### src/rtl/fbcpu_core_v2.sv
// fbcpu_core_v2 : second-generation FB-CPU accumulator core.
// Multi-cycle FETCH/LATCH/DECODE/EXEC machine on a single-port RAM interface,
// with a resumable HALT state and sticky illegal-opcode / divide-by-zero flags.
// Optional feature macro: FBCPU_DIV_EN (defined = hardware divider for opcode 5,
// undefined = opcode 5 traps as illegal and div0 is tied low).
module fbcpu_core_v2 #(
   parameter int ADDRESS_WIDTH = 6,
   parameter int DATA_WIDTH    = 10
) (
   input  logic                     clk,
   input  logic                     rst,
   input  logic                     start,
   input  logic [DATA_WIDTH-1:0]    MDROut,
   output logic [ADDRESS_WIDTH-1:0] MAR,
   output logic [DATA_WIDTH-1:0]    MDRIn,
   output logic                     RAMWr,
   output logic [ADDRESS_WIDTH-1:0] PC,
   output logic [DATA_WIDTH-1:0]    ACC,
   output logic                     carry,
   output logic                     halted,
   output logic                     illegal,
   output logic                     div0
);

   localparam logic [2:0] S_FETCH  = 3'd0;
   localparam logic [2:0] S_LATCH  = 3'd1;
   localparam logic [2:0] S_DECODE = 3'd2;
   localparam logic [2:0] S_EXEC   = 3'd3;
   localparam logic [2:0] S_HALT   = 3'd4;

   localparam logic [3:0] OP_LOAD  = 4'd0;
   localparam logic [3:0] OP_STORE = 4'd1;
   localparam logic [3:0] OP_ADD   = 4'd2;
   localparam logic [3:0] OP_SUB   = 4'd3;
   localparam logic [3:0] OP_MUL   = 4'd4;
   localparam logic [3:0] OP_DIV   = 4'd5;
   localparam logic [3:0] OP_JMP   = 4'd6;
   localparam logic [3:0] OP_JZ    = 4'd7;
   localparam logic [3:0] OP_NOP   = 4'd8;
   localparam logic [3:0] OP_HALT  = 4'd9;
   localparam logic [3:0] OP_AND   = 4'd10;
   localparam logic [3:0] OP_OR    = 4'd11;
   localparam logic [3:0] OP_JC    = 4'd12;
   localparam logic [3:0] OP_JN    = 4'd13;
   localparam logic [3:0] OP_LDI   = 4'd14;
   localparam logic [3:0] OP_ILL   = 4'd15;

   logic [2:0]               state_q, state_d;
   logic [ADDRESS_WIDTH-1:0] pc_q, pc_d;
   logic [DATA_WIDTH-1:0]    ir_q, ir_d;
   logic [DATA_WIDTH-1:0]    acc_q, acc_d;
   logic                     carry_q, carry_d;
   logic                     ill_q, ill_d;
`ifdef FBCPU_DIV_EN
   logic                     div0_q, div0_d;
`endif

   logic [3:0]               opcode;
   logic [ADDRESS_WIDTH-1:0] operand;

   assign opcode  = ir_q[DATA_WIDTH-1 -: 4];
   assign operand = ir_q[ADDRESS_WIDTH-1:0];

   assign PC      = pc_q;
   assign ACC     = acc_q;
   assign carry   = carry_q;
   assign illegal = ill_q;
   assign halted  = (state_q == S_HALT);
`ifdef FBCPU_DIV_EN
   assign div0    = div0_q;
`else
   assign div0    = 1'b0;
`endif

   // Next-state, datapath and RAM-strobe decode for the multi-cycle sequence.
   always_comb begin
      state_d = state_q;
      pc_d    = pc_q;
      ir_d    = ir_q;
      acc_d   = acc_q;
      carry_d = carry_q;
      ill_d   = ill_q;
`ifdef FBCPU_DIV_EN
      div0_d  = div0_q;
`endif
      MAR     = '0;
      MDRIn   = '0;
      RAMWr   = 1'b0;
      case (state_q)
         S_FETCH: begin
            MAR     = pc_q;
            state_d = S_LATCH;
         end
         S_LATCH: begin
            ir_d    = MDROut;
            pc_d    = pc_q + 1'b1;
            state_d = S_DECODE;
         end
         S_DECODE: begin
            state_d = S_FETCH;
            case (opcode)
               OP_LOAD, OP_ADD, OP_SUB, OP_MUL, OP_AND, OP_OR: begin
                  MAR     = operand;
                  state_d = S_EXEC;
               end
               OP_DIV: begin
`ifdef FBCPU_DIV_EN
                  MAR     = operand;
                  state_d = S_EXEC;
`else
                  ill_d   = 1'b1;
                  state_d = S_HALT;
`endif
               end
               OP_STORE: begin
                  MAR   = operand;
                  MDRIn = acc_q;
                  RAMWr = 1'b1;
               end
               OP_JMP: pc_d = operand;
               OP_JZ:  if (acc_q == '0) pc_d = operand;
               OP_JC:  if (carry_q) pc_d = operand;
               OP_JN:  if (acc_q[DATA_WIDTH-1]) pc_d = operand;
               OP_NOP: ;
               OP_HALT: state_d = S_HALT;
               OP_LDI: acc_d = {{(DATA_WIDTH-ADDRESS_WIDTH){1'b0}}, operand};
               OP_ILL: begin
                  ill_d   = 1'b1;
                  state_d = S_HALT;
               end
               default: ;
            endcase
         end
         S_EXEC: begin
            state_d = S_FETCH;
            case (opcode)
               OP_LOAD: acc_d = MDROut;
               OP_ADD:  {carry_d, acc_d} = {1'b0, acc_q} + {1'b0, MDROut};
               OP_SUB: begin
                  acc_d   = acc_q - MDROut;
                  carry_d = (acc_q < MDROut);
               end
               // Truncated product: only the low word is kept.
               OP_MUL:  acc_d = acc_q * MDROut;
`ifdef FBCPU_DIV_EN
               OP_DIV: begin
                  if (MDROut == '0) begin
                     acc_d  = '1;
                     div0_d = 1'b1;
                  end else begin
                     acc_d  = acc_q / MDROut;
                  end
               end
`endif
               OP_AND:  acc_d = acc_q & MDROut;
               OP_OR:   acc_d = acc_q | MDROut;
               default: ;
            endcase
         end
         S_HALT: if (start) state_d = S_FETCH;
         default: state_d = S_FETCH;
      endcase
   end

   // Architectural registers; async reset returns the core to FETCH at address 0.
   always_ff @(posedge clk or posedge rst) begin
      if (rst) begin
         state_q <= S_FETCH;
         pc_q    <= '0;
         ir_q    <= '0;
         acc_q   <= '0;
         carry_q <= 1'b0;
         ill_q   <= 1'b0;
`ifdef FBCPU_DIV_EN
         div0_q  <= 1'b0;
`endif
      end else begin
         state_q <= state_d;
         pc_q    <= pc_d;
         ir_q    <= ir_d;
         acc_q   <= acc_d;
         carry_q <= carry_d;
         ill_q   <= ill_d;
`ifdef FBCPU_DIV_EN
         div0_q  <= div0_d;
`endif
      end
   end

endmodule

### config.mk
export PLATFORM = sky130hd
export DESIGN_NAME = fbcpu_core_v2
export DESIGN_NICKNAME = d
export VERILOG_FILES = /design/src/rtl/fbcpu_core_v2.sv
export SDC_FILE = /design/constraint.sdc
export NUM_CORES = 1
export LEC_CHECK = 0
export CELL_PAD_IN_SITES_DETAIL_PLACEMENT = 0
export CELL_PAD_IN_SITES_GLOBAL_PLACEMENT = 1
export CORE_ASPECT_RATIO = 0.75
export CORE_MARGIN = 2
export CORE_UTILIZATION = 44
export CTS_BUF_LIST = sky130_fd_sc_hd__clkbuf_16
export CTS_CLUSTER_SIZE = 28
export DETAILED_ROUTE_END_ITERATION = 6
export GPL_ROUTABILITY_DRIVEN = 0
export HOLD_SLACK_MARGIN = 0.05
export MAX_ROUTING_LAYER = met4
export PLACE_DENSITY = 0.84
export SETUP_SLACK_MARGIN = 0.05
export SKIP_LAST_GASP = 1
export SYNTH_ARGS = -nofsm -noshare
export SYNTH_HDL_FRONTEND = slang
export SYNTH_SLANG_ARGS = --single-unit
### constraint.sdc
create_clock -name clk -period 5 [get_ports clk]
set_input_delay 1 -clock clk [delete_from_list [all_inputs] [get_ports clk]]
set_output_delay 1 -clock clk [all_outputs]
set_load 0.02 [all_outputs]
; ---- Word-level counts from Yosys, hierarchy flattened
; Cells that the tools add are included.
[totals]
reg_bits = 31
latch_bits = 0
mem_bits_rw = 0
rom_bits = 0
input_bits = 13
output_inout_bits = 37
wordCells = 70
memories = 0
[classes]
n_addsub = 3
n_mul = 1
div = 0
magnitude_cmp = 1
n_eq_ne = 25
n_shift = 0
mux = 18
n_bitwise = 2
reduce_logical = 14
[op_table]
columns = cell, count
row1 = $pmux 10 s6, 1
row2 = $mux 10, 3
row3 = $eq 4x4->1 const B, 7
row4 = $mux 6, 4
row5 = $pmux 6 s2, 2
row6 = $pmux 6 s4, 1
row7 = $pmux 10 s2, 1
row8 = $eq 4x3->1 const B, 4
row9 = $pmux 3 s4, 1
row10 = $add 10x10->11, 1
row11 = $and 10x10->10, 1
row12 = $logic_not 10->1, 1
row13 = $lt 10x10->1, 1
row14 = $mul 10x10->10, 1
row15 = $or 10x10->10, 1
row16 = $sub 10x10->10, 1
row17 = $ne 3x3->1 const B, 3
row18 = $eq 4x2->1 const B, 2
row19 = $ne 7x3->1 const B, 1
row20 = $reduce_or 7->1, 1
row21 = $add 6x1->6 const B, 1
row22 = $eq 3x2->1 const B, 2
row23 = $pmux 3 s2, 1
row24 = $reduce_bool 2->1, 3
row25 = 17 further kinds, 19

; ---- Longest topological paths before layout
; Gate-level depths: netlist of run 1.
[depth]
ltp_word = 4
ltp_mapped = 19

; ---- Worst setup path before layout of run 1
; No wires, ideal clock.
[synth_path]
kind = in2reg
from = input port MDROut[3]
to = register acc_q[9], in the netlist ACC[9]
setup_time_ns = 0.132
arrival_time_ns = 5.015
setup_slack_ns = -0.147
cell_stages = 16
n_path_buf = 1
path_cell_list = buf_4 nand2_1 fa_1 fa_1 inv_1 fa_1 fa_1 fa_1 xnor2_1 xnor2_1 xnor2_1 xnor3_1 xnor2_1 a21oi_1 a211oi_1 a211oi_1
[synth_between]
elab_chain_len = 3
[synth_rtl]
columns = element, line
row1 = from (decl), 13  ; input logic [DATA_WIDTH-1:0] MDROut,
row2 = $mul 10x10->10 (tied with other cells), 144  ; OP_MUL: acc_d = acc_q * MDROut;
row3 = $pmux 10 s6 *, 136  ; case (opcode)
row4 = $pmux 10 s2 *, 89  ; case (state_q)
row5 = to (signal assigned), 171  ; acc_q <= '0;
row6 = to (signal assigned), 181  ; acc_q <= acc_d;
row7 = to (decl), 51  ; logic [DATA_WIDTH-1:0] acc_q, acc_d;
; Mark *: on every way between the ends. The rest lies on a longest branch, timed or not.
; A chain may end at the register's enable or synchronous reset.

; ---- Worst setup path in the final report of run 1
[layout_path]
from = input port MDROut[6]
to = register acc_q[9], in the netlist ACC[9]
; The elaborated chain is that of the path after synthesis.

==> results of run 1 <==
==> area by class of cell <==
cell class                      instances  area [sq um]  share of cell area
Timing Repair Buffer                   98           860               0.152
Sequential cell                        31           776               0.137
Clock buffer                            5           125              0.0222
Inverter                               63           236              0.0419
Clock inverter                          3          11.3             0.00200
Multi-Input combinational cell        440          3470               0.615
Tap cell                              132           165              0.0293
==> worst max-delay path: cells and delay by family <==
family / cells / cell delay [ps]
adders and majority gates: 5 / 2310
and+or+nand+nor: 1 / 80
buffers and inverters: 2 / 300
xor gates and xnor gates: 5 / 990
AOI/OAI and AO/OA: 3 / 340
==> cell usage after synthesis, types with 4 or more instances <==
cell	count	area, sq um
sky130_fd_sc_hd__nand2_1	61	229
sky130_fd_sc_hd__inv_1	59	221
sky130_fd_sc_hd__ha_1	57	713
sky130_fd_sc_hd__a21oi_1	49	245
sky130_fd_sc_hd__nor2_1	42	158
sky130_fd_sc_hd__dfrtp_1	31	776
sky130_fd_sc_hd__fa_1	23	460
sky130_fd_sc_hd__xnor2_1	19	166
sky130_fd_sc_hd__o21ai_1	18	90.1
sky130_fd_sc_hd__clkbuf_1	17	63.8
sky130_fd_sc_hd__o21ai_0	15	75.1
sky130_fd_sc_hd__nor4_1	13	81.3
sky130_fd_sc_hd__nand3_1	12	60.1
sky130_fd_sc_hd__nor2b_1	11	68.8
sky130_fd_sc_hd__a21o_1	8	60.1
sky130_fd_sc_hd__o21bai_1	7	52.6
sky130_fd_sc_hd__a31oi_1	6	37.5
sky130_fd_sc_hd__buf_2	6	30.0
sky130_fd_sc_hd__buf_4	6	45.0
sky130_fd_sc_hd__mux2_2	6	67.6
sky130_fd_sc_hd__nand2b_1	6	37.5
sky130_fd_sc_hd__nor3_1	6	30.0
sky130_fd_sc_hd__o211ai_1	6	45.0
sky130_fd_sc_hd__xor2_1	6	52.6
sky130_fd_sc_hd__a211oi_1	5	37.5
sky130_fd_sc_hd__a221oi_1	5	43.8
sky130_fd_sc_hd__o22ai_1	5	31.3
sky130_fd_sc_hd__and3_1	4	25.0
sky130_fd_sc_hd__o221ai_1	4	35.0
==> routing by layer <==
metal | vias up | part of all wire | track usage
li1 | 2083 | - | -
met1 | 2231 | 0.47 | 0.430
met2 | 236 | 0.42 | 0.435
met3 | 40 | 0.089 | 0.0509
met4 | 0 | 0.027 | 0.0756
met5 | - | 0 | -
==> what timing repair did <==
item | CTS | global route
pin swaps | 17 | 14
buffers inserted | 2 | 0
hold endpoints to repair | 0 | 0
gates resized for setup | 35 | 13
setup endpoints to repair | 5 | 4
==> sequential cells by signal (all words and copies together) (netlist names) <==
| register | count |
|---|---|
| ir_q | 10 |
| state_q | 3 |
| illegal | 1 |
| PC | 6 |
| ACC | 10 |
| carry | 1 |
==> path summary, 6_finish.rpt <==
check | to | slack [ps] | cells after the start
worst max-delay path | ACC[9]$_DFFE_PP0P_ | 130 | 16
worst min-delay path | illegal$_DFFE_PP0P_ | 480 | 1
worst max register to register | ACC[9]$_DFFE_PP0P_ | 350 | 16
worst min register to register | illegal$_DFFE_PP0P_ | 480 | 1
max in group asynchronous | PC[1]$_DFFE_PP0P_ | 3560 | 3
min in group asynchronous | ACC[8]$_DFFE_PP0P_ | 1120 | 3
==> metrics by stage <==
step	utilization	hold WS (ps)	setup TNS, ps	instance area [sq um]
floorplan	-	521	0	4510
global placement	0.551	457	-2840	5390
detailed placement	0.551	470	-3150	5390
CTS	0.572	481	0	5590
global route	0.577	527	-12.1	5640
finish	0.577	482	0	5640
==> cell usage in the layout, fill, tap and decap left out, drive strengths merged, types with 4 or more instances in the layout <==
| cell type | instances |
|---|---|
| o22ai | 5 |
| a221oi | 5 |
| and3 | 4 |
| a211oi | 5 |
| a21oi | 49 |
| nor4 | 13 |
| buf | 53 |
| inv | 62 |
| nor2b | 11 |
| xor2 | 6 |
| fa | 23 |
| o21bai | 7 |
| ha | 57 |
| nor2 | 44 |
| o211ai | 6 |
| nor3 | 6 |
| clkdlybuf4s50 | 42 |
| nand3 | 12 |
| mux2 | 9 |
| a21o | 8 |
| o21ai | 33 |
| xnor2 | 21 |
| a31oi | 6 |
| nand2 | 65 |
| clkbuf | 6 |
| dfrtp | 31 |
| o221ai | 4 |
| clkinv | 4 |
| nand2b | 6 |
==> cells by family (layout without fill, tap and decap cells) <==
| logic type | count (synthesis) | count (layout) |
|---|---|---|
| AOI/OAI and AO/OA | 145 | 145 |
| xor gates and xnor gates | 29 | 29 |
| adders and majority gates | 80 | 80 |
| buffers and inverters | 92 | 169 |
| DFF | 31 | 31 |
| muxes | 10 | 10 |
| other | 1 | 1 |
| and+or+nand+nor | 175 | 175 |
==> summary.md, run 1 <==
The tools report the number of hold-slack violations in the final timing report as 0. The pre-CTS setup slack is -731 ps, and the antenna cell count is 0. The deepest clock path buffer count is 2, and the share of the synthesized area in compound gates (AO/OA/AOI/OAI) is 0.204. The proportion of synthesized area in mux cells was 0.0248. Across the run, the number of max-cap violations was 0. In this run the worst setup path begins at MDROut[6].

Hold repair after CTS inserted 0 buffers. In this run the number of H-tree levels came out at 2. The average wire per cell in the routed design was 20.1 um. After synthesis the netlist holds a flip-flop and latch count of 31. The logs give 205 MHz for the maximum clock frequency and 762 for the count of placed standard cells including taps. In this run the critical register-to-register path is launched from ACC[4]$_DFFE_PP0P_.

Fraction of final layout cells sized beyond drive strength 1: 0.163. The run gives 63 as the number of distinct library cells after synthesis. The fraction of the mapped netlist area in simple logic gates works out to 0.187. The portion of the clock cycle consumed by the worst path in the final layout works out to 0.974. The tools report the source of the worst hold timing path as illegal$_DFFE_PP0P_.

The run gives 0 as the number of nets still failing antenna checks after routing. Highest-delay cell along the critical path: sky130_fd_sc_hd__fa_1. Main combinational cell family by area after synthesis: adder cells. The number of max-slew violations in the final report was 0; the die width was 121 um. Total half-perimeter wirelength after legalization and detailed placement: 12200 um.

For this run, the slowest stage of the critical path takes 560 ps. Traced cell by cell, the critical path runs through clkdlybuf4s15_2, nand2_2, fa_2, fa_1, inv_2, fa_1, fa_1, fa_2, xnor2_2, xnor2_2, xnor2_1, xnor3_1, xnor2_2, a21oi_2, a211oi_2, a211oi_1. Overall track demand over capacity in global routing: 0.299. Along the worst path, the maximum fanout reaches 4. After floorplanning, the core was sized to cover 9770 sq um. The flow ran to the end, and the final reports show no timing, DRC or antenna violations. TritonCTS built the clock tree. The Yosys step of the flow raised 0 warnings. The run gives 0 as the number of antenna violations at the first check in global routing. The run gives 32 as the maximum number of pins on one net before global-route repair. Critical path startpoint category: an input pin. The routed wire length is 15500 um, and the slew of the pin with the lowest slew margin is 1020 ps. Global routing finished with a remaining overflow of 0. Across all layers, the routed design uses 4590 vias. The first global-routing pass estimated 24700 um of wire.

Clock net sink count: 31. The adder and majority cell fraction of the synthesized area was 0.262. Setup repair after global routing could not meet its margin everywhere. In this run the vertical extent of the chip is 91.5 um. The layout filler cell count was 916; the net count reported at finish was 732.

Counting flops with a built-in enable in the synthesized netlist gives 0. The tools report the count of final setup violators as 0. The synthesized netlist occupies a cell area of 4490 sq um.

The sequential area share after synthesis was 0.173. Placement row count: 31. CTS placed an instance of sky130_fd_sc_hd__clkbuf_16 at the clock tree root. STA classifies the critical path endpoint as a flip-flop. The initial core utilization was 0.459.

STA puts the critical path data arrival time at 5020 ps. The number of global-route vias before repair is 4537, and the total die area is 11000 sq um. Dividing the detail-routed via count by the number of cells gives 5.95. The worst path meets setup with 131 ps of slack. In this run, CTS created clock tree buffers numbering 5. DRC violation count after routing: 0.

Worst slew margin relative to its limit: 0.313. The most used flip-flop cell after synthesis is sky130_fd_sc_hd__dfrtp_1. For the I/O pin count, the log shows 50. The worst-case clock skew came out at 4.63 ps. The clock transition at the register clock pins on the worst setup and hold paths after CTS is 50 ps, and the number of buffers added on ports is 48. Clock latency on the worst-skew pair, taken at its later pin, is 280 ps.

STA puts the critical path data required time at 5150 ps. The mean instance size in the synthesized netlist came out at 7.97 sq um. The area growth from synthesis to final layout works out to 25.8%.

The post-synthesis cell count was 563. The area share of xor/xnor cells in the synthesized design works out to 0.0661. The post-synthesis async set-or-reset flop share is 1.00. Once layout is complete, the cells apart from fillers number 772.

The worst hold path belongs to the class flip-flop to flip-flop. The first routing iteration left 446 violations. Kind of critical path: input pin to flip-flop.

The post-route minimum period is 4870 ps, and the number of optimization iterations in the first detailed-route pass is 5. Counting every net in the synthesized netlist gives 656.
Power of run 1 is left out: the tool's default activity adds up to more than one toggle a clock period on the data nets, which glitch-free logic cannot reach.
==> run 2: changes to the inputs <==
--- a/config.mk
+++ b/config.mk
@@ -5,18 +5,19 @@
 export SDC_FILE = /design/constraint.sdc
 export NUM_CORES = 1
 export LEC_CHECK = 0
+export CAP_MARGIN = 40
 export CELL_PAD_IN_SITES_DETAIL_PLACEMENT = 0
 export CELL_PAD_IN_SITES_GLOBAL_PLACEMENT = 1
 export CORE_ASPECT_RATIO = 0.75
 export CORE_MARGIN = 2
-export CORE_UTILIZATION = 44
+export CORE_UTILIZATION = 47
 export CTS_BUF_LIST = sky130_fd_sc_hd__clkbuf_16
 export CTS_CLUSTER_SIZE = 28
 export DETAILED_ROUTE_END_ITERATION = 6
 export GPL_ROUTABILITY_DRIVEN = 0
 export HOLD_SLACK_MARGIN = 0.05
 export MAX_ROUTING_LAYER = met4
-export PLACE_DENSITY = 0.84
+export PLACE_DENSITY = 0.89
 export SETUP_SLACK_MARGIN = 0.05
 export SKIP_LAST_GASP = 1
 export SYNTH_ARGS = -nofsm -noshare
==> constraint.sdc (replaced) <==
create_clock -name clk -period 6.11 [get_ports clk]
set_input_delay 1.222 -clock clk [delete_from_list [all_inputs] [get_ports clk]]
set_output_delay 1.222 -clock clk [all_outputs]
set_load 0.02 [all_outputs]
==> run 2 against run 1 <==
Against the previous run:
- critical path depth increased by 1
- setup slack improved by 200 ps
- global-route usage increased by 1.1 points
- critical endpoint unchanged
==> summary.md, run 2 (same netlist as run 1, synthesis figures left out) <==
The logs give 5 (unchanged) for the TritonCTS buffer count and 0 (unchanged) for the number of nets still failing antenna checks after routing. The total vias in the final route is 4484 (-2.3%). The run gives 2 (unchanged) as the deepest clock path buffer count. The die extent in y works out to 88.6 um (-3.1%).

The total half-perimeter wirelength after legalization and detailed placement was 11600 um (-5.2%). The tools report the required time of the critical path as 6300 ps (+1150 ps). The I/O pin count is 50 (unchanged).

Worst-case clock skew: 3.78 ps (-0.849 ps). The fraction of final layout cells sized beyond drive strength 1 is 0.0848 (-0.0777). The worst slew margin relative to its limit is 0.391 (+0.0779), and the clock net sink count is 31 (unchanged).

The detail-routed via count per cell came out at 6.05 (+1.8%). The run gives 328 ps (+197 ps) as the final setup slack of the worst path. The critical path is of the input pin to flip-flop type.

The minimum setup slack among reg-to-reg paths was 1050 ps (+700 ps). The number of max-slew violations in the final report is 0 (unchanged). Maximum number of pins on one net before global-route repair: 32 (unchanged). The instance count along the most critical hold path was 1 (unchanged); the number of global-route vias before repair was 4173 (-8.0%).

The flow ran to the end, and the final reports show no timing, DRC or antenna violations. Counting I/O delays and the setup requirement, the final critical path takes 5780 ps. Clock transition at the register clock pins on the worst setup and hold paths after CTS: 50 ps (about the same).

The placement row count came out at 30 (-3.2%). The logs give 0 (unchanged) for the number of hold-slack violations in the final timing report and 5970 ps (+950 ps) for the arrival time at the worst endpoint. The total die area was 10400 sq um (-6.1%); the worst-path maximum fanout was 3 (-1). The number of antenna violations at the first check in global routing is 0 (unchanged), and the tightest hold margin is 469 ps (-12.9 ps). The most critical setup path has its startpoint at MDROut[4].

Count of final setup violators: 0 (unchanged). The tools report the layout filler cell count as 869 (-5.1%). The initial core utilization was 0.490 (+0.0309). The portion of the clock cycle consumed by the worst path in the final layout was 0.946. TritonCTS built the clock tree. The delay of the slowest critical-path stage is 540 ps (-20 ps), and the count of cells along the worst register-to-register path is 18 (+2).

The area of the core came out at 9160 sq um (-6.3%). The logs give 0.309 (+0.0107) for the overall track demand over capacity in global routing and 518 (+16%) for the number of design-rule violations left by the first detailed-router iteration. The global-route wire length before repair came out at 23300 um (-5.6%). STA classifies the critical path endpoint as a flip-flop. Leaving out fill and tap cells, the most frequent cells in the layout are sky130_fd_sc_hd__nand2_1 (61), sky130_fd_sc_hd__inv_1 (59), sky130_fd_sc_hd__ha_1 (57). The run gives 280 ps (about the same) as the clock insertion delay at the later pin of the skew report.

The die width was 117 um (-3.1%). The tools report the launch instance of the worst register-to-register path as ACC[3]$_DFFE_PP0P_. The endpoint of the lowest-slack register-to-register path is ACC[9]$_DFFE_PP0P_.

The tools report the routed wire length as 15000 um (-3.4%). The total of hold buffers inserted after clock tree synthesis is 0 (unchanged). Critical path startpoint category: an input pin. The signal on the critical path passes through clkdlybuf4s50_1, ha_1, inv_1, fa_1, inv_1, ha_1, fa_1, fa_1, fa_1, xnor2_1, xnor2_1, xnor2_1, xnor3_1, xnor2_1, a21oi_1, a211oi_2, a211oi_1.

The run gives 0 (unchanged) as the number of max-cap violations. The number of optimization iterations in the first detailed-route pass came out at 5 (unchanged). For the DRC violation count after routing, the log shows 0 (unchanged).

The root buffer cell chosen for the clock tree is sky130_fd_sc_hd__clkbuf_16. The most critical setup path has its endpoint at ACC[9]$_DFFE_PP0P_. The tools report the antenna cell count as 0 (unchanged). The pre-CTS setup slack is -37.8 ps (+693 ps).

The utilization after layout is 0.581 (+0.00356). Setup repair after global routing left no endpoint under its margin. Based on the critical path, the design can be clocked at up to 173 MHz.

The tightest min-delay check is of the flip-flop to flip-flop type. Highest-delay cell along the critical path: sky130_fd_sc_hd__clkdlybuf4s50_1. Average wire per cell in the routed design: 20.2 um (+0.63%). The tools report the net count reported at finish as 706 (-3.6%). The number of buffers added on ports is 48 (unchanged). The total global routing overflow came out at 0 (unchanged).

The slew of the pin with the lowest slew margin came out at 912 ps (-112 ps). The level count of the clock H-tree was 2 (unchanged). Leaving out fill and tap cells, the most frequent cell in the layout is sky130_fd_sc_hd__nand2_1.

Compared with the post-synthesis result, the final layout area differs by 18.6%.
## run 2: through the flow
stage               cell area [sq um]  setup TNS, ps  instances
finish                           5320              0        741
global route                     5320              0        741
CTS                              5310              0        741
detailed placement               5170          -37.8        734
global placement                 5170              0        733
floorplan                        4490              0        563
## run 2: critical path, delay by kind of cell
| kind | cells | cell delay, ps |
|---|---|---|
| adder cells (fa/ha/maj) | 6 | 2510 |
| XOR/XNOR | 5 | 1060 |
| buffers and inverters | 3 | 700 |
| AO/OA/AOI/OAI | 3 | 470 |
## run 2: per-layer routing
layer / GRT usage / up-vias / wire, um
met5: - / - / 0
met2: 0.441 / 263 / 6330
met3: 0.0637 / 31 / 1560
met1: 0.459 / 2163 / 6860
met4: 0.0492 / 0 / 245
li1: - / 2027 / -
## run 2: worst min-delay path by stage
stage	startpoint	slack (ps)	to
2_1_floorplan	ir_q[2]$_DFFE_PP0N_	520	ir_q[2]$_DFFE_PP0N_
3_3_place_gp	illegal$_DFFE_PP0P_	450	illegal$_DFFE_PP0P_
3_5_place_dp	illegal$_DFFE_PP0P_	460	illegal$_DFFE_PP0P_
4_1_cts	illegal$_DFFE_PP0P_	470	illegal$_DFFE_PP0P_
5_1_grt	illegal$_DFFE_PP0P_	480	illegal$_DFFE_PP0P_
6_report	illegal$_DFFE_PP0P_	470	illegal$_DFFE_PP0P_
## run 2: what timing repair did
action                                  in CTS  in global routing
endpoints found under the setup margin       0                  2
gates resized for setup                      0                  4
buffers inserted                             0                  0
## run 2: cell type report
type / instances / area (sq um) / share of cell area
multi-input cells: 440 / 3350 / 0.629
well taps: 128 / 160 / 0.0301
flip-flops and latches: 31 / 776 / 0.146
clock inverters: 2 / 8.76 / 0.00165
repair buffers: 72 / 668 / 0.126
inverters: 63 / 236 / 0.0444
clock buffers: 5 / 125 / 0.0235
Power of run 2 is left out for the same reason.
==> run 3: changes to the inputs <==
--- a/config.mk
+++ b/config.mk
@@ -10,14 +10,14 @@
 export CELL_PAD_IN_SITES_GLOBAL_PLACEMENT = 1
 export CORE_ASPECT_RATIO = 0.75
 export CORE_MARGIN = 2
-export CORE_UTILIZATION = 47
-export CTS_BUF_LIST = sky130_fd_sc_hd__clkbuf_16
+export CORE_UTILIZATION = 48
+export CTS_BUF_LIST = sky130_fd_sc_hd__clkbuf_8
 export CTS_CLUSTER_SIZE = 28
 export DETAILED_ROUTE_END_ITERATION = 6
 export GPL_ROUTABILITY_DRIVEN = 0
 export HOLD_SLACK_MARGIN = 0.05
 export MAX_ROUTING_LAYER = met4
-export PLACE_DENSITY = 0.89
+export PLACE_DENSITY = 0.91
 export SETUP_SLACK_MARGIN = 0.05
 export SKIP_LAST_GASP = 1
 export SYNTH_ARGS = -nofsm -noshare
==> constraint.sdc (replaced) <==
create_clock -name clk -period 6.9 [get_ports clk]
set_input_delay 1.38 -clock clk [delete_from_list [all_inputs] [get_ports clk]]
set_output_delay 1.38 -clock clk [all_outputs]
set_load 0.02 [all_outputs]
==> run 3 against run 2 <==
Against the previous run:
- clock skew up 6.9 ps
- register-to-register slack better by 780 ps
- routed wire length down 2.1%
- clock-buffer cell count up 1
- sequential share of layout area up 0.42 points
- cell area down 2.8%
- critical path depth up 2
==> summary.md, run 3 (same netlist as run 1, synthesis figures left out) <==
The logs give 624 ps (+296 ps) for the final setup slack of the worst path and 690 (-2.3%) for the net count reported at finish. For the total global routing overflow, the log shows 0 (unchanged). The highest layer touched by signal routing is met4.

The total met3 wirelength after detailed routing came out at 1380 um (-11%). The run gives 0 ps (unchanged) as the post-route setup TNS. The critical path goes through clkdlybuf4s50_1, ha_1, inv_1, fa_1, inv_1, fa_1, ha_1, fa_1, inv_1, fa_1, inv_1, ha_1, a41oi_1, o21ai_1, o31ai_4, xnor2_1, a21oi_1, a211oi_1, a211oi_1.

The worst-path maximum fanout is 10 (+7), and the wire length on met2 is 6340 um (about the same). The average wire per cell in the routed design was 20.2 um (-0.13%). The tools report the number of global-route vias before repair as 4357 (+4.4%).

The fraction of final layout cells sized beyond drive strength 1 came out at 0.0619 (-0.0230). The source of the worst hold timing path is illegal$_DFFE_PP0P_. The tools report the maximum number of pins on one net before global-route repair as 32 (unchanged).

The kind of end point of the critical path is a flip-flop. The tools report the total vias in the final route as 4425 (-1.3%). The root buffer cell chosen for the clock tree is sky130_fd_sc_hd__clkbuf_8. The I/O pin count was 50 (unchanged); the pre-CTS setup slack was 352 ps (+390 ps). The worst-case clock skew is 10.7 ps (+6.89 ps). Global-route wire length before repair: 23400 um (+0.12%). The slew of the pin with the lowest slew margin came out at 879 ps (-32.3 ps).

Leaving out fill and tap cells, the most frequent cell in the layout is sky130_fd_sc_hd__nand2_1. The run gives 0 (unchanged) as the total of hold buffers inserted after clock tree synthesis. The clock transition at the register clock pins on the worst setup and hold paths after CTS came out at 70 ps (+20 ps). The number of max-slew violations in the final report is 0 (unchanged). The level count of the clock H-tree is 2 (unchanged).

The DRC violation count after routing is 0 (unchanged). The count of final setup violators came out at 0 (unchanged). The number of nets still failing antenna checks after routing is 0 (unchanged). Die extent in y: 87.7 um (-1.0%). Deepest clock path buffer count: 2 (unchanged). The run finished with clean final reports. The total die area was 10100 sq um (-2.0%). The kind of critical path was input pin to flip-flop. The delay of the slowest critical-path stage works out to 770 ps (+230 ps). The clock insertion delay at the later pin of the skew report is 290 ps (about the same). The logs give 6750 um (-1.6%) for the wire length on met1 and 5 (unchanged) for the number of optimization iterations in the first detailed-route pass.

Arrival time at the worst endpoint: 6450 ps (+480 ps). STA classifies the critical path startpoint as an input pin. Setup repair after global routing left no endpoint under its margin.

The number of max-cap violations is 0 (unchanged). The smallest clock period supported by the final layout is computed as 6280 ps. In this run the critical register-to-register path is launched from ACC[3]$_DFFE_PP0P_. The run gives 0.413 (+0.0216) as the worst slew margin relative to its limit. The run gives 30 (unchanged) as the placement row count. The logs give 7070 ps (+770 ps) for the required time of the critical path and 0 (unchanged) for the post-cts gate resize count.

The antenna cell count is 0 (unchanged). The number of buffers added on ports is 48 (unchanged). The area of the core was 9080 sq um (-0.82%); the overall track demand over capacity in global routing was 0.309 (about the same). The area growth from synthesis to final layout was 15.3%. The die width is 116 um (-1.0%). The tightest hold margin is 486 ps (+16.9 ps), and the utilization after layout is 0.569 (-0.0116). The routed wire length was 14700 um (-2.1%); the detail-routed via count per cell was 6.10 (+0.72%). The post-CTS repair timing setup buffer count is 0 (unchanged), and the count of cells along the worst register-to-register path is 18 (unchanged). The portion of the clock cycle consumed by the worst path in the final layout was 0.910; the TritonCTS buffer count was 5 (unchanged). Among all stages on the critical path, the largest delay is contributed by sky130_fd_sc_hd__clkdlybuf4s50_1. Number of design-rule violations left by the first detailed-router iteration: 372 (-28%). The tools report the clock net sink count as 31 (unchanged). The tools report the total half-perimeter wirelength after legalization and detailed placement as 11300 um (-2.6%).

The initial core utilization was 0.494 (+0.00405). Leaving out fill and tap cells, the most frequent cells in the layout are sky130_fd_sc_hd__nand2_1 (61), sky130_fd_sc_hd__inv_1 (59), sky130_fd_sc_hd__ha_1 (57). The type of the most critical hold path was flip-flop to flip-flop. The instance count along the most critical hold path came out at 1 (unchanged). TritonCTS built the clock tree. The number of antenna violations at the first check in global routing is 0 (unchanged), and the maximum clock frequency is 159 MHz.

The number of hold-slack violations in the final timing report was 0 (unchanged). In this run the worst setup path begins at MDROut[3].
run 3: routing by layer:
metal / GRT usage / up-vias
li1: - / 1996
met3: 0.0657 / 30
met5: - / -
met4: 0.0574 / 0
met2: 0.451 / 242
met1: 0.445 / 2157
run 3: stage by stage:
step | area, sq um | instances
6_report | 5170 | 726
4_1_cts | 5170 | 726
5_1_grt | 5170 | 726
3_3_place_gp | 5050 | 717
3_5_place_dp | 5050 | 718
2_1_floorplan | 4490 | 563
run 3: worst paths after layout:
check / end / slack (ps)
min: illegal$_DFFE_PP0P_ / 490
min reg2reg: illegal$_DFFE_PP0P_ / 490
max: ACC[9]$_DFFE_PP0P_ / 620
max reg2reg: ACC[9]$_DFFE_PP0P_ / 1830
min in group asynchronous: ACC[8]$_DFFE_PP0P_ / 1470
max in group asynchronous: ir_q[2]$_DFFE_PP0N_ / 5110
run 3: layout make-up:
cell class                      count  area [sq um]
Clock buffer                        6          82.6
Sequential cell                    31           776
Inverter                           63           236
Timing Repair Buffer               56           541
Tap cell                          128           160
Multi-Input combinational cell    440          3340
Fill cell                         880          3910
Clock inverter                      2          35.0
run 3: critical path, delay by kind of cell:
family / cells / cell delay, ps
buffers and inverters: 5 / 1020
XOR/XNOR: 1 / 140
adder cells (fa/ha/maj): 7 / 2960
AO/OA/AOI/OAI: 6 / 930
Power of run 3 is left out for the same reason.
